[src/rtl/uart_tx_engine.sv]
// UART transmit engine: THR/TSR pair plus a bit-timing FSM that serialises one
// character per frame onto txd using the oversampled baud clock.
module uart_tx_engine #(
    parameter int unsigned OVERSAMPLE = 16,
    parameter int unsigned MAX_BITS   = 8
) (
    input  logic                BCLK,
    input  logic                RST_N,
    input  logic                thr_wr,
    input  logic [MAX_BITS-1:0] thr_data,
    input  logic [7:0]          lcr,
    output logic                txd,
    output logic                thr_empty,
    output logic                tsr_empty,
    output logic                tx_done,
    output logic                thr_ovr
);

    localparam int unsigned TICK_W = $clog2(2 * OVERSAMPLE);
    localparam int unsigned BIT_W  = (MAX_BITS > 1) ? $clog2(MAX_BITS) : 1;

    localparam logic [TICK_W-1:0] BIT_LAST   = TICK_W'(OVERSAMPLE - 1);
    localparam logic [TICK_W-1:0] STOP1_LAST = TICK_W'(OVERSAMPLE - 1);
    localparam logic [TICK_W-1:0] STOP15_LAST = TICK_W'((OVERSAMPLE * 3) / 2 - 1);
    localparam logic [TICK_W-1:0] STOP2_LAST = TICK_W'(2 * OVERSAMPLE - 1);

    typedef enum logic [2:0] {
        ST_IDLE,
        ST_START,
        ST_DATA,
        ST_PARITY,
        ST_STOP
    } state_t;

    state_t              state_q, state_d;
    logic [TICK_W-1:0]   tick_q, tick_d;
    logic [BIT_W-1:0]    bit_q, bit_d;
    logic [MAX_BITS-1:0] tsr_q, tsr_d;
    logic [MAX_BITS-1:0] thr_q, thr_d;
    logic [1:0]          wl_q, wl_d;
    logic                stb_q, stb_d;
    logic                pen_q, pen_d;
    logic                par_q, par_d;

    logic                thr_empty_d;
    logic                tsr_empty_d;
    logic                tx_done_d;
    logic                thr_ovr_d;
    logic                txd_d;

    logic                transfer;
    logic                wr_accept;
    logic                line;
    logic                bit_end;
    logic [TICK_W-1:0]   stop_last;
    logic [BIT_W-1:0]    data_last;
    logic                unused_lcr;

    assign unused_lcr = lcr[7];

    // Parity over the low (5 + wl) bits of a character.
    function automatic logic calc_par(input logic [MAX_BITS-1:0] d, input logic [1:0] wl);
        logic p;
        p = 1'b0;
        for (int i = 0; i < int'(MAX_BITS); i++) begin
            if (i < 5 + int'(wl)) begin
                p = p ^ d[i];
            end
        end
        return p;
    endfunction

    assign bit_end   = (tick_q == BIT_LAST);
    assign data_last = BIT_W'(4) + BIT_W'(wl_q);
    assign stop_last = !stb_q ? STOP1_LAST : ((wl_q == 2'b00) ? STOP15_LAST : STOP2_LAST);

    always_ff @(posedge BCLK or negedge RST_N) begin
        if (!RST_N) begin
            state_q   <= ST_IDLE;
            tick_q    <= '0;
            bit_q     <= '0;
            tsr_q     <= '0;
            thr_q     <= '0;
            wl_q      <= '0;
            stb_q     <= 1'b0;
            pen_q     <= 1'b0;
            par_q     <= 1'b0;
            txd       <= 1'b1;
            thr_empty <= 1'b1;
            tsr_empty <= 1'b1;
            tx_done   <= 1'b0;
            thr_ovr   <= 1'b0;
        end else begin
            state_q   <= state_d;
            tick_q    <= tick_d;
            bit_q     <= bit_d;
            tsr_q     <= tsr_d;
            thr_q     <= thr_d;
            wl_q      <= wl_d;
            stb_q     <= stb_d;
            pen_q     <= pen_d;
            par_q     <= par_d;
            txd       <= txd_d;
            thr_empty <= thr_empty_d;
            tsr_empty <= tsr_empty_d;
            tx_done   <= tx_done_d;
            thr_ovr   <= thr_ovr_d;
        end
    end

    always_comb begin
        state_d  = state_q;
        tick_d   = tick_q + TICK_W'(1);
        bit_d    = bit_q;
        tsr_d    = tsr_q;
        wl_d     = wl_q;
        stb_d    = stb_q;
        pen_d    = pen_q;
        par_d    = par_q;
        transfer = 1'b0;

        case (state_q)
            ST_IDLE: begin
                tick_d = '0;
                bit_d  = '0;
                if (!thr_empty) begin
                    transfer = 1'b1;
                    state_d  = ST_START;
                end
            end
            ST_START: begin
                if (bit_end) begin
                    tick_d  = '0;
                    state_d = ST_DATA;
                end
            end
            ST_DATA: begin
                if (bit_end) begin
                    tick_d = '0;
                    if (bit_q == data_last) begin
                        bit_d   = '0;
                        state_d = pen_q ? ST_PARITY : ST_STOP;
                    end else begin
                        bit_d = bit_q + BIT_W'(1);
                        tsr_d = tsr_q >> 1;
                    end
                end
            end
            ST_PARITY: begin
                if (bit_end) begin
                    tick_d  = '0;
                    state_d = ST_STOP;
                end
            end
            ST_STOP: begin
                if (tick_q == stop_last) begin
                    tick_d = '0;
                    if (!thr_empty) begin
                        transfer = 1'b1;
                        state_d  = ST_START;
                    end else begin
                        state_d = ST_IDLE;
                    end
                end
            end
            default: begin
                tick_d  = '0;
                state_d = ST_IDLE;
            end
        endcase

        // Frame format and parity bit are frozen when the character leaves THR.
        if (transfer) begin
            tsr_d = thr_q;
            wl_d  = lcr[1:0];
            stb_d = lcr[2];
            pen_d = lcr[3];
            par_d = lcr[5] ? ~lcr[4] : (lcr[4] ? calc_par(thr_q, lcr[1:0])
                                               : ~calc_par(thr_q, lcr[1:0]));
        end

        wr_accept   = thr_wr && (thr_empty || transfer);
        thr_d       = wr_accept ? thr_data : thr_q;
        thr_empty_d = wr_accept ? 1'b0 : (transfer ? 1'b1 : thr_empty);
        thr_ovr_d   = thr_wr && !wr_accept;

        case (state_d)
            ST_START:  line = 1'b0;
            ST_DATA:   line = tsr_d[0];
            ST_PARITY: line = par_q;
            default:   line = 1'b1;
        endcase
        if (transfer) begin
            line = 1'b0;
        end

        txd_d       = lcr[6] ? 1'b0 : line;
        tx_done_d   = (state_d == ST_STOP) && (tick_d == stop_last);
        tsr_empty_d = (state_d == ST_IDLE) && thr_empty_d;
    end

endmodule

[config.mk]
export PLATFORM = sky130hd
export DESIGN_NAME = uart_tx_engine
export DESIGN_NICKNAME = d
export VERILOG_FILES = /design/src/rtl/uart_tx_engine.sv
export SDC_FILE = /design/constraint.sdc
export NUM_CORES = 1
export LEC_CHECK = 0
export ABC_AREA = 0
export ABC_CLOCK_PERIOD_IN_PS = 4200
export BUFFER_PORTS_ARGS = -buffer_cell sky130_fd_sc_hd__buf_4
export CAP_MARGIN = 20
export CORE_ASPECT_RATIO = 1.1
export CORE_MARGIN = 2
export CORE_UTILIZATION = 61
export CTS_BUF_LIST = sky130_fd_sc_hd__clkbuf_4 sky130_fd_sc_hd__clkbuf_8 sky130_fd_sc_hd__clkbuf_16
export CTS_CLUSTER_SIZE = 14
export DETAILED_ROUTE_END_ITERATION = 7
export GPL_ROUTABILITY_DRIVEN = 0
export GPL_TIMING_DRIVEN = 0
export PLACE_DENSITY = 0.83
export SYNTH_ARGS = -nofsm -noshare
export SYNTH_HDL_FRONTEND = slang
export SYNTH_SLANG_ARGS = --single-unit
[constraint.sdc]
create_clock -name BCLK -period 4.2 [get_ports BCLK]
set_clock_uncertainty 0.2 [all_clocks]
set_input_delay 1.05 -clock BCLK [delete_from_list [all_inputs] [get_ports BCLK]]
set_output_delay 1.05 -clock BCLK [all_outputs]
set_load 0.01 [all_outputs]
==> metrics.md <==
| Metric | Value |
|---|---|
| Reg-to-reg slack, setup | `1360 ps` |
| Commonest non-fill, non-tap cells in the layout | `sky130_fd_sc_hd__dfrtp_1, sky130_fd_sc_hd__buf_4, sky130_fd_sc_hd__xnor2_1, sky130_fd_sc_hd__o21ai_0, sky130_fd_sc_hd__nand2_1` |
| Routed via count divided by cell count | `5.97` |
| Proportion of layout cells with a drive suffix above 1 | `0.291` |
| Number of buffers inserted by hold repair at cts | `0` |
| Async set-reset flop share out of synthesis | `1.00` |
| Setup CP Type | `reg2reg` |
| CTS tree | `yes` |
| Startpoint type of the worst setup path | `flip-flop` |
| Avg Synthesized Cell Area | `11.5 um2` |
| Post-placement setup slack | `1390 ps` |
| Filler Cell Count | `225` |
| Largest net degree at the start of global routing | `38` |
| Number of endpoints with negative hold slack in the final report | `0` |
| Number of global-route vias before repair | `1498` |
| Antenna fix cells | `0` |
| Number of antenna violations at the first check in global routing | `0` |
| Setup total negative slack | `0 ps` |
| Cts bufs inserted | `5` |
| Number of gates resized after CTS | `0` |
| Final worst path period need | `2840 ps` |
| Clock root buffer | `sky130_fd_sc_hd__clkbuf_4` |
| Die Y-Extent | `63.1 um` |
| Post-Synthesis Cell Area | `1940 um2` |
| Total number of vias | `1392` |
| Final Max Tran Viols | `0` |
| H-tree lvl count | `2` |
| Fmax | `0.352 GHz` |
| Dominant register cell in the synthesized netlist | `sky130_fd_sc_hd__dfrtp_1` |
| First DRT Iteration DRCs | `43` |
| Max-capacitance violation count | `0` |
| Floorplan die area | `3650 um2` |
| Overall power | `1.46 mW` |
| Post-Synthesis Cells | `169` |
| Measured slew at the worst slew-check pin | `503 ps` |
| Worst path required time | `4270 ps` |
| Worst min path class | `reg2reg` |
| Detail Route Antenna Nets | `0` |
| CTS clk-pin slew, worst paths | `120 ps` |
| Crit end category | `flip-flop` |
| DRC viols | `0` |
| Half-perimeter wire length after placement | `2.74 mm` |
| Least setup slack across all paths after layout | `1360 ps` |
| Final Net Count | `221` |
| Yosys warns | `0` |
| Area of the core region | `3050 um2` |
| Initial core utilization | `0.636` |
| Insertion delay to the later sink of the worst-skew pair | `350 ps` |
| Power per standard cell area | `662 nW/um2` |
| Final global-route overflow total | `0` |
| Number of flops mapped to enable cells by yosys | `0` |
| WHS | `306 ps` |
| Gr usage total | `0.223` |
| Number of cell rows | `21` |
| Setup repair bufs after CTS | `0` |
| Number of port buffers | `22` |
| Worst VDD drop | `0.000543 V` |
| Part of the cycle the worst path needs | `0.676` |
| Most common cell after layout, fill and taps aside | `sky130_fd_sc_hd__dfrtp_1` |
| Sequential area share after synthesis | `0.479` |
| Global-route wire length before repair | `6.11 mm` |
| Total wire length | `3.62 mm` |
| I/O pin count | `24` |
| Standby leakage power | `0.995 nW` |
| Synthesized net count | `192` |
| Width of the chip | `57.8 um` |
| Synthesis-to-finish area growth | `13.5%` |
| Final setup fails | `0` |
| Maximum fanout encountered on the critical timing path | `10` |
| Clk buf depth | `2` |
| CTS sink cnt | `37` |
| Number of unique standard cell types used by synthesis | `47` |
| Status | `completed` |
| Worst path arrival time | `2910 ps` |
| Average wire per cell in the routed design | `15.5 um` |
| Setup repair after global routing missed its margin | `no` |
| Synthesized flop and latch total | `37` |
| Worst-case headroom to the max-slew limit | `0.662` |
| Number of detailed-route iterations in the first pass | `4` |
[per-layer routing]
layer | up-vias | wire length (um) | track usage
met5 | - | 0 | 0
li1 | 669 | - | -
met4 | 0 | 153 | 0.151
met3 | 17 | 134 | 0.0657
met2 | 37 | 1930 | 0.381
met1 | 669 | 1400 | 0.229
[area by class of cell]
class | count | area, um2 | area share
Buffer | 5 | 30.0 | 0.0136
Clock buffer | 5 | 37.5 | 0.0170
Clock inverter | 3 | 17.5 | 0.00795
Inverter | 7 | 26.3 | 0.0119
Multi-Input combinational cell | 120 | 953 | 0.433
Sequential cell | 37 | 930 | 0.422
Tap cell | 34 | 42.5 | 0.0193
Timing Repair Buffer | 22 | 165 | 0.0750
[critical path, stage by stage, from the launching register on]
cell	delay, ps
sky130_fd_sc_hd__dfrtp_1	390
sky130_fd_sc_hd__ha_1	210
sky130_fd_sc_hd__and3_1	200
sky130_fd_sc_hd__ha_1	150
sky130_fd_sc_hd__clkbuf_1	300
sky130_fd_sc_hd__nand2_1	200
sky130_fd_sc_hd__or4_1	480
sky130_fd_sc_hd__a21o_1	240
sky130_fd_sc_hd__and3_1	190
sky130_fd_sc_hd__nor4_2	200
[synth_stat cells, drive strengths merged, types with 5 or more instances]
| cell | instances | area [um2] |
|---|---|---|
| dfrtp | 34 | 851 |
| mux2 | 13 | 176 |
| nand3 | 5 | 25.0 |
| o21ai | 11 | 55.1 |
| a21oi | 5 | 25.0 |
| a221o | 6 | 60.1 |
| nor2 | 10 | 56.3 |
| and2 | 7 | 43.8 |
| nand2 | 9 | 33.8 |
| inv | 7 | 26.3 |
| xnor2 | 10 | 87.6 |
[kinds of logic (layout without fill, tap and decap cells)]
logic type                 after synthesis  after routing  synth area share
and+or+nand+nor                         53             53             0.172
AOI/OAI and AO/OA                       37             37             0.135
DFF                                     37             37             0.479
muxes                                   15             15             0.101
buffers and inverters                   12             42            0.0290
xor gates and xnor gates                11             11            0.0568
adders and majority gates                4              4            0.0258
[registers in the layout, indices dropped and copies added, names as in the netlist, 2 cells and up]
name / count
bit_q: 3
wl_q: 2
tsr_q: 8
thr_q: 8
tick_q: 5
state_q: 3
[final timing paths]
kind,from,end,cells past startpoint
setup / recovery,tick_q[0],txd,9
hold / removal,tick_q[0],tick_q[0],1
setup reg to reg,tick_q[0],txd,9
hold reg to reg,tick_q[0],tick_q[0],1
max in group asynchronous,RST_N,thr_empty,1
min in group asynchronous,RST_N,tick_q[1],1
[power by group]
part           switching (mW)  internal (mW)
Clock                   0.122         0.0631
Sequential              0.119          0.501
Combinational           0.282          0.371
Total                   0.523          0.935
[through the flow]
stage	cells	utilization	area [um2]
global route	233	0.722	2200
CTS	233	0.722	2200
global placement	225	0.704	2150
floorplan	169	-	1940
finish	233	0.722	2200
detailed placement	225	0.704	2150
(Power assumes the default switching activity.)
